### src/rtl/uart_poll_pkg.sv
// Shared definitions for the UART APB poller: register map, STATUS bit
// positions and the poller FSM state encoding.
package uart_poll_pkg;

  localparam logic [4:0] ADDR_TXDATA = 5'h00;
  localparam logic [4:0] ADDR_RXDATA = 5'h04;
  localparam logic [4:0] ADDR_CTRL1  = 5'h08;
  localparam logic [4:0] ADDR_CTRL2  = 5'h0C;
  localparam logic [4:0] ADDR_STATUS = 5'h10;

  localparam int STAT_TXRDY    = 0;
  localparam int STAT_RXRDY    = 1;
  localparam int STAT_PARITY   = 2;
  localparam int STAT_OVERFLOW = 3;
  localparam int STAT_FRAMING  = 4;

  typedef enum logic [3:0] {
    INIT1_S, INIT1_A,
    INIT2_S, INIT2_A,
    ST_S,    ST_A,
    RX_S,    RX_A,
    TX_S,    TX_A,
    GAP
  } poll_state_t;

  // Setup states are the ones whose entry launches a new APB transfer.
  function automatic logic is_setup(input poll_state_t s);
    return s inside {INIT1_S, INIT2_S, ST_S, RX_S, TX_S};
  endfunction

endpackage

### src/rtl/uart_apb_poller_if.sv
// 8-bit APB bus between the poller (master) and the CoreUARTapb port (slave).
interface uart_apb_poller_if;
  logic [4:0] PADDR;
  logic       PSEL;
  logic       PENABLE;
  logic       PWRITE;
  logic [7:0] PWDATA;
  logic [7:0] PRDATA;
  logic       PREADY;
  logic       PSLVERR;

  modport master (
    output PADDR, PSEL, PENABLE, PWRITE, PWDATA,
    input  PRDATA, PREADY, PSLVERR
  );

  modport slave (
    input  PADDR, PSEL, PENABLE, PWRITE, PWDATA,
    output PRDATA, PREADY, PSLVERR
  );
endinterface

### src/rtl/apb_xfer_engine.sv
// Runs one APB transfer at a time: setup for one cycle, access until PREADY.
// A new start is accepted while idle or in the completion cycle (back-to-back).
module apb_xfer_engine (
  input  logic                  PCLK,
  input  logic                  PRESETN,
  input  logic                  start,
  input  logic [4:0]            addr,
  input  logic                  write,
  input  logic [7:0]            wdata,
  output logic                  done,
  output logic [7:0]            rdata,
  output logic                  err,
  uart_apb_poller_if.master     apb
);

  assign done  = apb.PSEL & apb.PENABLE & apb.PREADY;
  assign rdata = apb.PRDATA;
  assign err   = done & apb.PSLVERR;

  // NOTE: sequential state uses non-blocking assignments so every register
  // samples pre-edge values regardless of block evaluation order.
  always_ff @(posedge PCLK or negedge PRESETN) begin
    if (!PRESETN) begin
      apb.PSEL    <= 1'b0;
      apb.PENABLE <= 1'b0;
      apb.PADDR   <= '0;
      apb.PWRITE  <= 1'b0;
      apb.PWDATA  <= '0;
    end else if (!apb.PSEL || done) begin
      apb.PENABLE <= 1'b0;
      apb.PSEL    <= start;
      if (start) begin
        apb.PADDR  <= addr;
        apb.PWRITE <= write;
        apb.PWDATA <= wdata;
      end
    end else if (!apb.PENABLE) begin
      apb.PENABLE <= 1'b1;
    end
  end

endmodule

### src/rtl/uart_apb_poller.sv
// APB poller for the CoreUARTapb UART: programs CTRL1/CTRL2, then polls STATUS
// to move bytes between the UART and rx_*/tx_* streams. Optional error
// counters are built only when UART_POLL_ERR_CNT_EN is defined.
module uart_apb_poller
  import uart_poll_pkg::*;
#(
  parameter logic [12:0] BAUD_VALUE = 13'd1,
  parameter logic        BIT8       = 1'b1,
  parameter logic        PARITY_EN  = 1'b0,
  parameter logic        PARITY_ODD = 1'b0,
  parameter int unsigned POLL_GAP   = 4
) (
  input  logic              PCLK,
  input  logic              PRESETN,
  uart_apb_poller_if.master apb,
  output logic [7:0]        rx_data,
  output logic              rx_valid,
  input  logic              rx_ready,
  input  logic [7:0]        tx_data,
  input  logic              tx_valid,
  output logic              tx_ready,
  output logic              init_done,
  output logic              slverr,
  output logic [7:0]        err_parity,
  output logic [7:0]        err_overflow,
  output logic [7:0]        err_framing
);

  localparam logic [7:0]  CTRL2_VAL = {BAUD_VALUE[12:8], PARITY_ODD, PARITY_EN, BIT8};
  localparam logic [15:0] GAP_LOAD  = 16'((POLL_GAP == 0) ? 0 : POLL_GAP - 1);

  poll_state_t state, nxt;
  logic [15:0] gap_cnt;
  logic        start, write, done, err;
  logic [4:0]  addr;
  logic [7:0]  wdata, rdata;

  apb_xfer_engine u_xfer (
    .PCLK    (PCLK),
    .PRESETN (PRESETN),
    .start   (start),
    .addr    (addr),
    .write   (write),
    .wdata   (wdata),
    .done    (done),
    .rdata   (rdata),
    .err     (err),
    .apb     (apb)
  );

  // NOTE: every always_comb output gets a default first so no path infers a latch.
  always_comb begin
    nxt = state;
    unique case (state)
      GAP:     if (!init_done) nxt = INIT1_S;
               else if (gap_cnt == '0) nxt = ST_S;
      INIT1_S: nxt = INIT1_A;
      INIT1_A: if (done) nxt = INIT2_S;
      INIT2_S: nxt = INIT2_A;
      INIT2_A: if (done) nxt = ST_S;
      ST_S:    nxt = ST_A;
      ST_A:    if (done) begin
                 if (rdata[STAT_RXRDY] && !rx_valid)     nxt = RX_S;
                 else if (rdata[STAT_TXRDY] && tx_valid) nxt = TX_S;
                 else if (POLL_GAP == 0)                 nxt = ST_S;
                 else                                    nxt = GAP;
               end
      RX_S:    nxt = RX_A;
      RX_A:    if (done) nxt = ST_S;
      TX_S:    nxt = TX_A;
      TX_A:    if (done) nxt = ST_S;
      default: nxt = GAP;
    endcase
  end

  // The transfer is described by the state being entered, so the engine can
  // launch it in the same edge the previous one completes.
  always_comb begin
    start = is_setup(nxt);
    addr  = ADDR_STATUS;
    write = 1'b0;
    wdata = '0;
    unique case (nxt)
      INIT1_S: begin addr = ADDR_CTRL1;  write = 1'b1; wdata = BAUD_VALUE[7:0]; end
      INIT2_S: begin addr = ADDR_CTRL2;  write = 1'b1; wdata = CTRL2_VAL;       end
      RX_S:    addr = ADDR_RXDATA;
      TX_S:    begin addr = ADDR_TXDATA; write = 1'b1; wdata = tx_data;         end
      default: ;
    endcase
  end

  assign tx_ready = (state == TX_A) && done;

  // GAP doubles as the post-reset idle state; it exits to INIT1_S until init completes.
  always_ff @(posedge PCLK or negedge PRESETN) begin
    if (!PRESETN) begin
      state     <= GAP;
      gap_cnt   <= '0;
      rx_data   <= '0;
      rx_valid  <= 1'b0;
      init_done <= 1'b0;
      slverr    <= 1'b0;
    end else begin
      state  <= nxt;
      slverr <= err;

      if (state == ST_A && nxt == GAP)     gap_cnt <= GAP_LOAD;
      else if (state == GAP && gap_cnt != '0) gap_cnt <= gap_cnt - 16'd1;

      if (state == INIT2_A && done) init_done <= 1'b1;

      // RX reads are only issued with the holding register empty, so load and clear never collide.
      if (state == RX_A && done && !err) begin
        rx_data  <= rdata;
        rx_valid <= 1'b1;
      end else if (rx_valid && rx_ready) begin
        rx_valid <= 1'b0;
      end
    end
  end

`ifdef UART_POLL_ERR_CNT_EN
  logic st_done;
  assign st_done = (state == ST_A) && done;

  always_ff @(posedge PCLK or negedge PRESETN) begin
    if (!PRESETN) begin
      err_parity   <= '0;
      err_overflow <= '0;
      err_framing  <= '0;
    end else if (st_done) begin
      if (rdata[STAT_PARITY]   && err_parity   != 8'hFF) err_parity   <= err_parity   + 8'd1;
      if (rdata[STAT_OVERFLOW] && err_overflow != 8'hFF) err_overflow <= err_overflow + 8'd1;
      if (rdata[STAT_FRAMING]  && err_framing  != 8'hFF) err_framing  <= err_framing  + 8'd1;
    end
  end
`else
  assign err_parity   = '0;
  assign err_overflow = '0;
  assign err_framing  = '0;
`endif

endmodule

### src/flat_wrapper.sv
// flat-port wrapper written by rule: the top's interface ports become plain ports
module uart_apb_poller_flat import uart_poll_pkg::*;
#(
  parameter logic [12:0] BAUD_VALUE = 13'd1,
  parameter logic        BIT8       = 1'b1,
  parameter logic        PARITY_EN  = 1'b0,
  parameter logic        PARITY_ODD = 1'b0,
  parameter int unsigned POLL_GAP   = 4
)
  (PCLK, PRESETN, rx_data, rx_valid, rx_ready, tx_data, tx_valid, tx_ready, init_done, slverr, err_parity, err_overflow, err_framing, apb_PADDR, apb_PSEL, apb_PENABLE, apb_PWRITE, apb_PWDATA, apb_PRDATA, apb_PREADY, apb_PSLVERR);
  uart_apb_poller_if apb_i ();
  input  logic PCLK;
  input  logic PRESETN;
  output logic [7:0] rx_data;
  output logic rx_valid;
  input  logic rx_ready;
  input  logic [7:0] tx_data;
  input  logic tx_valid;
  output logic tx_ready;
  output logic init_done;
  output logic slverr;
  output logic [7:0] err_parity;
  output logic [7:0] err_overflow;
  output logic [7:0] err_framing;
  output wire logic [$bits(apb_i.PADDR)-1:0] apb_PADDR;
  output wire logic [$bits(apb_i.PSEL)-1:0] apb_PSEL;
  output wire logic [$bits(apb_i.PENABLE)-1:0] apb_PENABLE;
  output wire logic [$bits(apb_i.PWRITE)-1:0] apb_PWRITE;
  output wire logic [$bits(apb_i.PWDATA)-1:0] apb_PWDATA;
  input wire logic [$bits(apb_i.PRDATA)-1:0] apb_PRDATA;
  input wire logic [$bits(apb_i.PREADY)-1:0] apb_PREADY;
  input wire logic [$bits(apb_i.PSLVERR)-1:0] apb_PSLVERR;
  assign apb_PADDR = apb_i.PADDR;
  assign apb_PSEL = apb_i.PSEL;
  assign apb_PENABLE = apb_i.PENABLE;
  assign apb_PWRITE = apb_i.PWRITE;
  assign apb_PWDATA = apb_i.PWDATA;
  assign apb_i.PRDATA = apb_PRDATA;
  assign apb_i.PREADY = apb_PREADY;
  assign apb_i.PSLVERR = apb_PSLVERR;
  uart_apb_poller #(.BAUD_VALUE(BAUD_VALUE), .BIT8(BIT8), .PARITY_EN(PARITY_EN), .PARITY_ODD(PARITY_ODD), .POLL_GAP(POLL_GAP)) u_core (.PCLK(PCLK), .PRESETN(PRESETN), .apb(apb_i), .rx_data(rx_data), .rx_valid(rx_valid), .rx_ready(rx_ready), .tx_data(tx_data), .tx_valid(tx_valid), .tx_ready(tx_ready), .init_done(init_done), .slverr(slverr), .err_parity(err_parity), .err_overflow(err_overflow), .err_framing(err_framing));
endmodule
### config.mk
export PLATFORM = sky130hd
export DESIGN_NAME = uart_apb_poller_flat
export DESIGN_NICKNAME = d
export VERILOG_FILES = /design/src/rtl/uart_poll_pkg.sv /design/src/rtl/uart_apb_poller_if.sv /design/src/rtl/apb_xfer_engine.sv /design/src/rtl/uart_apb_poller.sv /design/src/flat_wrapper.sv
export SDC_FILE = /design/constraint.sdc
export NUM_CORES = 1
export LEC_CHECK = 0
export CAP_MARGIN = 30
export CORE_MARGIN = 2
export CORE_UTILIZATION = 25
export DETAILED_ROUTE_END_ITERATION = 8
export GPL_ROUTABILITY_DRIVEN = 0
export GPL_TIMING_DRIVEN = 0
export MAX_ROUTING_LAYER = met4
export PLACE_DENSITY = 0.45
export SETUP_SLACK_MARGIN = 0.1
export SYNTH_ARGS = -nofsm -noshare
export SYNTH_HDL_FRONTEND = slang
export SYNTH_SLANG_ARGS = --single-unit
### constraint.sdc
create_clock -name PCLK -period 5.4 [get_ports PCLK]
set_input_delay 0.54 -clock PCLK [delete_from_list [all_inputs] [get_ports PCLK]]
set_output_delay 0.54 -clock PCLK [all_outputs]
set_load 0.01 [all_outputs]
==> flow_metrics.env, run 1 <==
export IMPL_status="finished clean"
export IMPL_slew_violations=0
export IMPL_cts_tree="yes"
export IMPL_finalPower_mw=0.610
export IMPL_synthTopCellsByCount="dfrtp_1, buf_4, nor2_1"
export IMPL_cts_root_buf="clkbuf_8"
export IMPL_fmax_ghz=0.331
export IMPL_placedCellCount=399
export IMPL_grt_start_max_net_pins=26
export IMPL_clk_pin_slew_worst_paths_ns=0.09
export IMPL_diodes=0
export IMPL_post_cts_setup_buffer_count=0
export IMPL_path_cells="clkdlybuf4s50_1 > nand4_1 > nor4b_1 > clkdlybuf4s50_1"
export IMPL_crit_slowest_cell="clkdlybuf4s50_1"
export IMPL_worstPathRequired_ns=4.86
export IMPL_r2r_slack_ns=2.57
export IMPL_cp_common_cell="clkdlybuf4s50_1"
export IMPL_leakagePower_nw=1.41
export IMPL_fp_dieW_um=100
export IMPL_antenna_found_initial=0
export IMPL_async_reset_ff_share_pct=100
export IMPL_drv_cap=0
export IMPL_overflow=0
export IMPL_cts_hold_buf=0
export IMPL_vias=1767
export IMPL_drive_above_1_share_pct=18.9
export IMPL_synth_distinct_cells=48
export IMPL_r2r_cells=9
export IMPL_stdcell_count=407
export IMPL_clock_latency_ns=0.30
export IMPL_reg2reg_from="u_core.state[3]"
export IMPL_wirelength_um=5030
export IMPL_ys_ff_latch=45
export IMPL_post_synth_top_count_cell="dfrtp_1"
export IMPL_yosys_top_cells_area="dfrtp_1, buf_4, mux2_2"
export IMPL_min_period_over_period_pct=56.0
export IMPL_grt_use_total_pct=10.8
export IMPL_cts_sinks=45
export IMPL_cts_resized=0
export IMPL_tightest_slew_ns=0.526
export IMPL_dpl_worst_slack_ns=2.37
export IMPL_post_route_min_period_ns=3.02
export IMPL_io_buffers=47
export IMPL_worst_path_max_fanout=6
export IMPL_ios=74
export IMPL_cts_buffer_depth=2
export IMPL_rsz0062_at_grt="no"
export IMPL_core_rowCount=35
export IMPL_hold_slack_ns=0.195
export IMPL_cts_buffers_inserted=5
export IMPL_nNetsFinal=318
export IMPL_crit_type="input pin to output pin"
export IMPL_end_kind="output pin"
export IMPL_fin_setup_tns_ns=0
export IMPL_viasPerCell=4.34
export IMPL_grt_pass1_vias=1682
export IMPL_hp_class="input pin to async pin"
export IMPL_initial_core_util_pct=25.3
export IMPL_drcViolationCount=0
export IMPL_skew_ns=0.00895
export IMPL_syn_inst=214
export IMPL_drt_iter0_drc=36
export IMPL_worstPathArrival_ns=2.48
export IMPL_die_area_um2=10000
export IMPL_synth_top_area_share_pct=46.7
export IMPL_setup_slack_ns=2.38
export IMPL_coreArea_um2=9110
export IMPL_synth_area_per_cell_um2=10.8
export IMPL_yosysTopAreaCell="dfrtp_1"
export IMPL_synth_edf_count=0
export IMPL_die_h_um=100
export IMPL_hold_violations=0
export IMPL_rr_endpoint="u_core.u_xfer.apb.PADDR[4]"
export IMPL_seq_area_frac_synth_pct=48.9
export IMPL_htree_levels=2
export IMPL_critPathLaunchType="input pin"
export IMPL_ys_flop_type="dfrtp_1"
export IMPL_fillers=951
export IMPL_setup_viol=0
export IMPL_hpwl_um=3670
export IMPL_syn2layout_area_growth_pct=35.5
export IMPL_first_pass_iters=4
export IMPL_slew_headroom_pct=64.7
export IMPL_max_stage_delay_ns=0.63
export IMPL_yosysWarnings=0
export IMPL_p_per_area_nw_per_um2=195
export IMPL_ant_nets=0
export IMPL_grt_pass1_wl_um=8370
export IMPL_wire_per_inst_um=12.4
export IMPL_irDropWorstVdd_uv=123
export IMPL_netlist_area_um2=2310
-- power by group --
group / switching, mW / internal [mW] / total [mW]
Combinational: 0.0204 / 0.0266 / 0.0470
Sequential: 0 / 0.337 / 0.337
Clock: 0.122 / 0.104 / 0.226
Total: 0.142 / 0.467 / 0.610
-- critical path, delay by kind of cell --
kind | cells | cell delay, ns
buffers and inverters | 2 | 1.19
and+or+nand+nor | 2 | 0.74
-- sequential cells by signal, indices dropped and copies added, names as in the netlist --
register                   cells
u_core.u_xfer.apb.PWDATA       8
u_core.u_xfer.apb.PSEL         1
u_core.gap_cnt                16
u_core.rx_valid                1
u_core.rx_data                 8
u_core.u_xfer.apb.PADDR        3
u_core.init_done               1
u_core.state                   4
u_core.slverr                  1
u_core.u_xfer.apb.PWRITE       1
u_core.u_xfer.apb.PENABLE      1
-- worst max-delay path by stage --
stage / startpoint / end / slack, ns / cells after the start
2_1_floorplan: u_core.gap_cnt[0] / u_core.u_xfer.apb.PADDR[4] / 2.89 / 9
3_3_place_gp: apb_PREADY / u_core.rx_data[4] / 2.23 / 6
3_5_place_dp: apb_PREADY / tx_ready / 2.37 / 4
4_1_cts: apb_PREADY / tx_ready / 2.34 / 4
5_1_grt: apb_PREADY / tx_ready / 2.25 / 4
6_report: apb_PREADY / tx_ready / 2.38 / 4
-- per-stage QoR --
stage	area, um2	util (%)
CTS	3130	34.3
floorplan	2400	-
global route	3130	34.3
detailed placement	3030	33.3
global placement	3010	33.0
finish	3130	34.3
-- per-layer routing --
layer	wire [um]	GRT usage [%]	up-vias
li1	-	-	863
met1	2340	13.7	843
met2	2410	17.1	57
met3	228	2.58	4
met4	42	3.27	0
met5	0	-	-
-- cell type report --
class                      instances  area (um2)  area share, %
sequential                        45        1130           36.1
multi-input combinational        152        1000           32.0
timing repair buffer              49         490           15.7
buffer                            33         236           7.57
tap                              111         139           4.44
clock buffer                       6        82.6           2.64
inverter                           9        33.8           1.08
clock inverter                     2        13.8          0.440
-- placed cells by master, fill, tap and decap left out, types with 5 or more instances in the layout --
cell / Yosys / final
nand2_1: 8 / 8
conb_1: 1 / 26
mux2_2: 8 / 8
nor3_1: 6 / 6
a22o_1: 9 / 9
clkbuf_1: 5 / 5
clkdlybuf4s50_1: 0 / 46
buf_4: 26 / 26
clkbuf_8: 0 / 6
dfrtp_1: 43 / 43
xnor2_1: 9 / 9
inv_1: 9 / 9
nor2_1: 18 / 18
or3_1: 5 / 5
o21ai_0: 7 / 7
a21oi_1: 10 / 10
-- cell families after synthesis --
kind of cell / count (synthesis) / share of synthesized area, %
AO/OA/AOI/OAI: 38 / 11.5
XOR/XNOR: 10 / 3.80
adder cells (fa/ha/maj): 1 / 0.543
buffers and inverters: 42 / 11.7
flip-flops: 45 / 48.9
multiplexers: 10 / 4.83
other: 1 / 0.163
AND/OR/NAND/NOR: 67 / 18.5
Note: power is estimated with default switching activity, not from simulation.
==> inputs of run 2 (changes only) <==
PLACE_DENSITY = 0.46   (was 0.45)
clock period = 2.6 ns   (was 5.4 ns; I/O delays follow)
==> flow_metrics.env, run 2 (synthesis gave the netlist of run 1 again) <==
export IMPL_status="finished clean"
export IMPL_syn2layout_area_growth_pct=40.7
export IMPL_tightest_slew_ns=0.522
export IMPL_placedCellCount=399
export IMPL_p_per_area_nw_per_um2=414
export IMPL_initial_core_util_pct=25.3
export IMPL_grt_use_total_pct=11.1
export IMPL_hp_class="input pin to async pin"
export IMPL_crit_slowest_cell="dfrtp_1"
export IMPL_critical_path_depth=8
export IMPL_cts_sinks=45
export IMPL_post_route_min_period_ns=2.40
export IMPL_critPathBufInv=2
export IMPL_hold_violations=0
export IMPL_drv_cap=0
export IMPL_grt_start_max_net_pins=29
export IMPL_slew_violations=0
export IMPL_largest_reg_flops=16
export IMPL_skew_ns=0.00807
export IMPL_final_common_cell="clkdlybuf4s50_1"
export IMPL_wirelength_um=5100
export IMPL_min_period_over_period_pct=92.3
export IMPL_irDropWorstVdd_uv=231
export IMPL_setup_slack_ns=0.199
export IMPL_coreArea_um2=9110
export IMPL_die_h_um=100
export IMPL_worst_path_max_fanout=8
export IMPL_setup_viol=0
export IMPL_cpLargestDelayFamily="simple AND/OR/NAND/NOR gates"
export IMPL_slew_headroom_pct=64.9
export IMPL_htree_levels=2
export IMPL_cts_buffers_inserted=5
export IMPL_leakagePower_nw=1.48
export IMPL_drcViolationCount=0
export IMPL_stdcell_count=410
export IMPL_core_rowCount=35
export IMPL_rsz0062_at_grt="no"
export IMPL_placed_cell_area_um2=3040
export IMPL_die_area_um2=10000
export IMPL_worstPathRequired_ns=2.79
export IMPL_fmax_ghz=0.416
export IMPL_vias=1776
export IMPL_hpwl_um=3720
export IMPL_cts_root_buf="clkbuf_8"
export IMPL_viasPerCell=4.33
export IMPL_worstPathArrival_ns=2.59
export IMPL_fin_setup_tns_ns=0
export IMPL_cts_tree="yes"
export IMPL_grt_pass1_vias=1764
export IMPL_cts_buffer_depth=2
export IMPL_overflow=0
export IMPL_ant_nets=0
export IMPL_nNetsFinal=321
export IMPL_diodes=0
export IMPL_dpl_worst_slack_ns=-0.193
export IMPL_clock_latency_ns=0.29
export IMPL_fin_area_um2=3250
export IMPL_max_stage_delay_ns=0.45
export IMPL_crit_type="register to register"
export IMPL_r2r_cells=8
export IMPL_io_buffers=47
export IMPL_fp_dieW_um=100
export IMPL_clk_pin_slew_worst_paths_ns=0.08
export IMPL_regMostFlops="u_core.gap_cnt"
export IMPL_drive_above_1_share_pct=23.1
export IMPL_first_pass_iters=4
export IMPL_drt_iter0_drc=58
export IMPL_critPathLaunchType="register"
export IMPL_end_kind="register"
export IMPL_antenna_found_initial=0
export IMPL_grt_pass1_wl_um=8580
export IMPL_ios=74
export IMPL_fillers=931
export IMPL_top_regs="u_core.gap_cnt: 16 flops, u_core.rx_data: 8 flops, u_core.u_xfer.apb.PWDATA: 8 flops"
export IMPL_path_cells="nor4_4 > nand4_4 > a32o_2 > o21ba_1 > buf_6 > or3_4 > clkbuf_16 > a22o_1"
export IMPL_wire_per_inst_um=12.4
export IMPL_finalPower_mw=1.34
export IMPL_final_cell_mix="clkdlybuf4s50_1, dfrtp_1, buf_4, conb_1, nor2_1"
[run 2: changes by cell type in the layout (fill, tap and decap cells not counted), moves of 2 or more]
cell and delta:
buf_4 +5, clkbuf_1 -4, clkbuf_2 +2, inv_1 -2, inv_2 +2
[run 2: power by group]
group | switching (mW) | leakage (nW) | internal, mW
clock | 0.231 | 0.0585 | 0.314
combinational | 0.0422 | 0.893 | 0.0564
sequential | 0 | 0.527 | 0.699
total | 0.274 | 1.48 | 1.07
[run 2: final cells by class]
| type | instances | area, um2 | share of cell area, % |
|---|---|---|---|
| Inverter | 9 | 33.8 | 1.04 |
| Sequential cell | 45 | 1130 | 34.8 |
| Clock inverter | 1 | 30.0 | 0.925 |
| Buffer | 31 | 239 | 7.36 |
| Tap cell | 111 | 139 | 4.28 |
| Timing Repair Buffer | 54 | 551 | 17.0 |
| Multi-Input combinational cell | 152 | 1040 | 32.0 |
| Clock buffer | 7 | 86.3 | 2.66 |
[run 2: path summary, 6_finish.rpt]
| path | startpoint | endpoint | slack, ns |
|---|---|---|---|
| setup reg to reg | u_core.gap_cnt[10] | u_core.u_xfer.apb.PWDATA[2] | 0.20 |
| max in group asynchronous | PRESETN | u_core.gap_cnt[12] | 1.65 |
| hold / removal | PRESETN | u_core.u_xfer.apb.PWDATA[5] | 0.43 |
| min in group PCLK | u_core.u_xfer.apb.PWRITE | u_core.u_xfer.apb.PWRITE | 0.50 |
| hold reg to reg | u_core.u_xfer.apb.PWRITE | u_core.u_xfer.apb.PWRITE | 0.50 |
| setup / recovery | u_core.gap_cnt[10] | u_core.u_xfer.apb.PWDATA[2] | 0.20 |
[run 2: stage by stage]
| step | utilization (%) | hold slack [ns] |
|---|---|---|
| after global placement | 33.1 | 0.479 |
| after detailed placement | 33.3 | 0.233 |
| after CTS | 35.2 | 0.433 |
| final | 35.6 | 0.433 |
| after global routing | 35.6 | 0.475 |
| after floorplan | - | -0.0356 |
[run 2: worst reg2reg max path: stages (launching register included)]
cell       delay, ns
dfrtp_1         0.45
nor4_4          0.37
nand4_4         0.14
a32o_2          0.29
o21ba_1         0.19
buf_6           0.13
or3_4           0.37
clkbuf_16       0.17
a22o_1          0.17
[run 2: metal layers]
metal | routed length [um] | track usage, % | vias to the layer above
li1 | - | - | 875
met1 | 2260 | 13.5 | 842
met2 | 2510 | 17.8 | 55
met3 | 289 | 3.41 | 4
met4 | 46 | 3.27 | 0
met5 | 0 | - | -
[run 2: repair_timing]
item                                    in CTS  in global routing
hold endpoints to repair                    15                  0
gates cloned                                 0                  1
pin swaps                                    3                  4
buffers inserted                             3                  0
hold buffers                                 1                  0
gates resized for setup                      6                  8
endpoints found under the setup margin      22                 15
==> RTL edit 1 (config.mk and constraints of run 2) <==
Put one more register stage on the output `slverr`, without a reset. The value now appears one clock later. The other outputs are not delayed to match.
--- a/src/rtl/uart_apb_poller.sv
+++ b/src/rtl/uart_apb_poller.sv
@@ -29,4 +29,6 @@
   localparam logic [7:0]  CTRL2_VAL = {BAUD_VALUE[12:8], PARITY_ODD, PARITY_EN, BIT8};
   localparam logic [15:0] GAP_LOAD  = 16'((POLL_GAP == 0) ? 0 : POLL_GAP - 1);
+
+  logic slverr_s0;
 
   poll_state_t state, nxt;
@@ -100,8 +102,8 @@
       rx_valid  <= 1'b0;
       init_done <= 1'b0;
-      slverr    <= 1'b0;
+      slverr_s0 <= 1'b0;
     end else begin
       state  <= nxt;
-      slverr <= err;
+      slverr_s0 <= err;
 
       if (state == ST_A && nxt == GAP)     gap_cnt <= GAP_LOAD;
@@ -141,4 +143,8 @@
 `endif
 
+  always_ff @(posedge PCLK) begin
+    slverr <= slverr_s0;
+  end
+
 endmodule
 
Formal check against the unedited RTL: not equivalent (Yosys sat finds a counterexample within 4 cycles, from zero or initial values and one cycle with PRESETN low).
==> RTL edit 1 against run 2 <==
Power is 2.6% higher. Sequential cell count is 1 higher. Final area is 2.2% higher. Worst setup slack worse by 0.032 ns. Count of clock-buffer cells in the layout stayed put. Clock skew is 0.0046 ns higher. Wire length is 3.7% higher. Cell count is 1.7% higher. Synthesized cell count is 0.47% higher. Synthesized area is 0.87% higher. Critical path depth stayed put. Hold slack worse by 0.083 ns. Combinational power hardly changed. Global-route usage is 0.094 points higher. Critical path type unchanged. Critical endpoint is now u_core.u_xfer.apb.PADDR[2]$_DFFE_PN0P_. Largest cell class unchanged. Largest power group unchanged.
==> RTL edit 1: results <==
outcome:
  outcome: "finished, final reports clean"
min_path:
  min_path_type: "flip-flop to flip-flop"
worst_setup_path:
  critPathCapture: "u_core.u_xfer.apb.PADDR[2]$_DFFE_PN0P_"
  r2r_slack_ns: 0.17
  critPathMaxFanout: 6
route:
  routed-wl-met3_um: 215
  drt-total-wl_um: 5290
  drtIter0Drc: 122
  wl_met2_um: 2410
  drt-met1-wl_um: 2580
synthesis:
  synth_xor_xnor_area_share_pct: 3.77
  yosysSeqAreaShare_pct: 49.4
  ys_types: 49
  synthAdderAreaFrac_pct: 0.538
  async_flop_share_pct: 97.8
  synth_compound_area_share_pct: 11.4
pwr:
  seq_power_share_pct: 51.9
  switching_power_mw: 0.293
  ir_drop_v: 0.000204
  leakagePower_nw: 1.51
grt:
  grt_usage_pct: 11.2
  grt_max_degree: 24
  grt_pass1_vias: 1749
  grt_pass1_wl_um: 8650
  use_met3_pct: 2.70
  grt_use_met2_pct: 16.6
  use_met1_pct: 15.1
place:
  place_hpwl_um: 3650
  placed_cell_area_um2: 3060
finish:
  multi_input_area_um2: 1040
  clk_share_pct: 3.51
  seqAreaFraction_pct: 34.7
  nets: 328
  nonClkBufAreaFrac_pct: 25.1
  final_util_pct: 36.2
  final_area_um2: 3320
  n_all_buffers: 91
clock_network:
  clock_path_buffers: 2
  clock_sinks: 46
  clkLatencyLatePin_ns: 0.31
timing:
  worst_hold_slack_ns: 0.350
  worst_slew_pin_slew_ns: 0.591
  clock-skew-final_ns: 0.0127
==> RTL edit 1: logic make-up after synthesis <==
logic type,Yosys count
compound gates,38
xor+xnor,10
mux,10
flops,46
other cells,1
fa+ha+maj,1
buf+inv,42
simple gates,67
==> RTL edit 1: metrics by stage <==
| step | worst slack [ns] | std cells | power, mW |
|---|---|---|---|
| after floorplan | 0.199 | 240 | 0.776 |
| after global placement | -0.285 | 398 | 0.824 |
| after detailed placement | -0.245 | 400 | 0.827 |
| after CTS | 0.101 | 411 | 1.40 |
| after global routing | 0.0737 | 417 | 1.43 |
| final | 0.167 | 417 | 1.38 |
==> RTL edit 1: timing repair <==
item,CTS,global route
endpoints found under the hold margin,21,0
gates cloned,0,1
setup buffers,4,5
hold buffers,1,0
gates resized for setup,7,8
endpoints found under the setup margin,22,17
pin swaps,5,7
==> RTL edit 1: critical path: cells and delay by family, from the launching register on <==
kind	cells	cell delay, ns
AOI/OAI and AO/OA	3	0.66
buffers and inverters	2	0.31
and+or+nand+nor	3	0.90
DFF	1	0.46
==> RTL edit 2 (flow settings as in run 2) <==
Without the edit above. `BIT8` is set to 1'b1 in 2 places; all go to 1'b0.
--- a/src/rtl/uart_apb_poller.sv
+++ b/src/rtl/uart_apb_poller.sv
@@ -6,5 +6,5 @@
 #(
   parameter logic [12:0] BAUD_VALUE = 13'd1,
-  parameter logic        BIT8       = 1'b1,
+  parameter logic        BIT8       = 1'b0,
   parameter logic        PARITY_EN  = 1'b0,
   parameter logic        PARITY_ODD = 1'b0,
--- a/src/flat_wrapper.sv
+++ b/src/flat_wrapper.sv
@@ -3,5 +3,5 @@
 #(
   parameter logic [12:0] BAUD_VALUE = 13'd1,
-  parameter logic        BIT8       = 1'b1,
+  parameter logic        BIT8       = 1'b0,
   parameter logic        PARITY_EN  = 1'b0,
   parameter logic        PARITY_ODD = 1'b0,
Function: changed (a bounded check fails within 4 cycles, from zero or initial values and one cycle with PRESETN low).
==> RTL edit 2 against run 2 <==
Die area is 3.6% higher. Worst setup slack worse by 0.011 ns. Maximum frequency is 0.47% lower. Synthesized area up 3.8%. Wire length up 1.9%. Sequential cell count is the same. Clock power down 17%. Synthesized cell count is 1.9% higher. Via count increased by 1.3%. Final area grew 0.50%. Global-route usage down 0.19 points. Power fell by 6.9%. Largest cell class unchanged. Largest power group unchanged.
==> RTL edit 2: results <==
synthesis:
  ys_types: 55
  async_flop_share_pct: 100
  netlist_top_cells_count: "43 x dfrtp_1, 26 x buf_4, 16 x nor2_1, 9 x xor2_1"
  synthTopCellsByArea: "dfrtp_1 45%, buf_4 8.2%, mux2_2 3.8%"
  yosysSeqAreaShare_pct: 47.2
place:
  place_hpwl_um: 3720
  place_ws_ns: -0.0201
grt:
  grt_pass1_wl_um: 8670
  grt_usage_pct: 10.9
  grt_max_degree: 28
  grt_pass1_vias: 1838
worst_setup_path:
  arrival_ns: 2.61
  critPathMaxFanout: 10
  cpPeakStageDelay_ns: 0.49
  worst_path_max_delay_cell: "or4_4"
clock_network:
  postCtsSetupRepairBufs: 0
  clk_pin_slew_ns: 0.10
  cts_buffers: 5
  clkLatencyLatePin_ns: 0.31
finish:
  layout-drive-gt1-share_pct: 23.6
  nets: 323
outcome:
  outcome: "finished, final reports clean"
timing:
  relSlewSlack_pct: 56.6
  clock-skew-final_ns: 0.0132
route:
  avgViaCountPerCell: 4.18
  wl_per_cell_um: 12.1
  drtIter0Drc: 61
pwr:
  ir_drop_v: 0.000204
  leakagePower_nw: 1.39
## RTL edit 2: path summary, 6_finish.rpt
check | endpoint | cells past startpoint | slack, ns | start
setup / recovery | u_core.u_xfer.apb.PWDATA[6]$_DFFE_PN0P_ | 8 | 0.19 | u_core.gap_cnt[0]$_DFFE_PN0P_
hold reg to reg | u_core.u_xfer.apb.PWDATA[4]$_DFFE_PN0P_ | 1 | 0.51 | u_core.u_xfer.apb.PWDATA[4]$_DFFE_PN0P_
min in group PCLK | u_core.rx_valid$_DFFE_PN0P_ | 2 | 0.50 | rx_ready
setup reg to reg | u_core.u_xfer.apb.PWDATA[6]$_DFFE_PN0P_ | 8 | 0.19 | u_core.gap_cnt[0]$_DFFE_PN0P_
max in group asynchronous | u_core.state[1]$_DFF_PN1_ | 3 | 1.58 | PRESETN
hold / removal | u_core.rx_data[2]$_DFFE_PN0P_ | 2 | 0.44 | PRESETN
## RTL edit 2: repair_timing
| action | 4_1_cts | 5_1_grt |
|---|---|---|
| endpoints found under the hold margin | 18 | 0 |
| hold buffers | 1 | 0 |
| endpoints found under the setup margin | 1 | 20 |
| resized for setup | 1 | 4 |
| cloned | 0 | 1 |
## RTL edit 2: metal layers
metal	routed length, um	vias up	share of wire [%]	track usage [%]
met5	0	-	0	-
met4	57	0	1.1	3.08
met3	275	7	5.3	2.87
met2	2430	52	47	17.5
met1	2440	842	47	13.6
li1	-	898	-	-
## RTL edit 2: kinds of logic after synthesis
group,after synthesis,share of synthesized area [%]
compound gates,45,15.2
xor+xnor,10,3.66
fa+ha+maj,1,0.523
buf+inv,41,12.1
flops,45,47.2
mux,8,3.76
other cells,1,0.157
simple gates,67,17.5
## RTL edit 2: report_power, final
part           total, mW  internal (mW)  leakage (nW)         switching [mW]
clock network      0.452          0.192        0.0414                  0.261
registers          0.699          0.699         0.544  0.0000000000000000219
logic             0.0977         0.0563         0.806                 0.0415
## RTL edit 2: area by class of cell
class / instances / area (um^2)
clock inverter: 2 / 16.3
fill: 985 / 6020
tap: 129 / 161
timing repair buffer: 50 / 503
sequential: 45 / 1130
inverter: 8 / 30.0
buffer: 33 / 259
clock buffer: 6 / 72.6
multi-input combinational: 157 / 1090
## RTL edit 2: through the flow
stage	hold WS [ns]	total power [mW]	cell area, um^2	std cells	util [%]
after floorplan	-0.0356	0.760	2490	243	-
after global placement	0.478	0.807	3120	419	33.6
after detailed placement	0.247	0.810	3130	420	33.8
after CTS	0.437	1.27	3240	429	34.9
after global routing	0.458	1.31	3260	430	35.1
final	0.438	1.25	3260	430	35.1
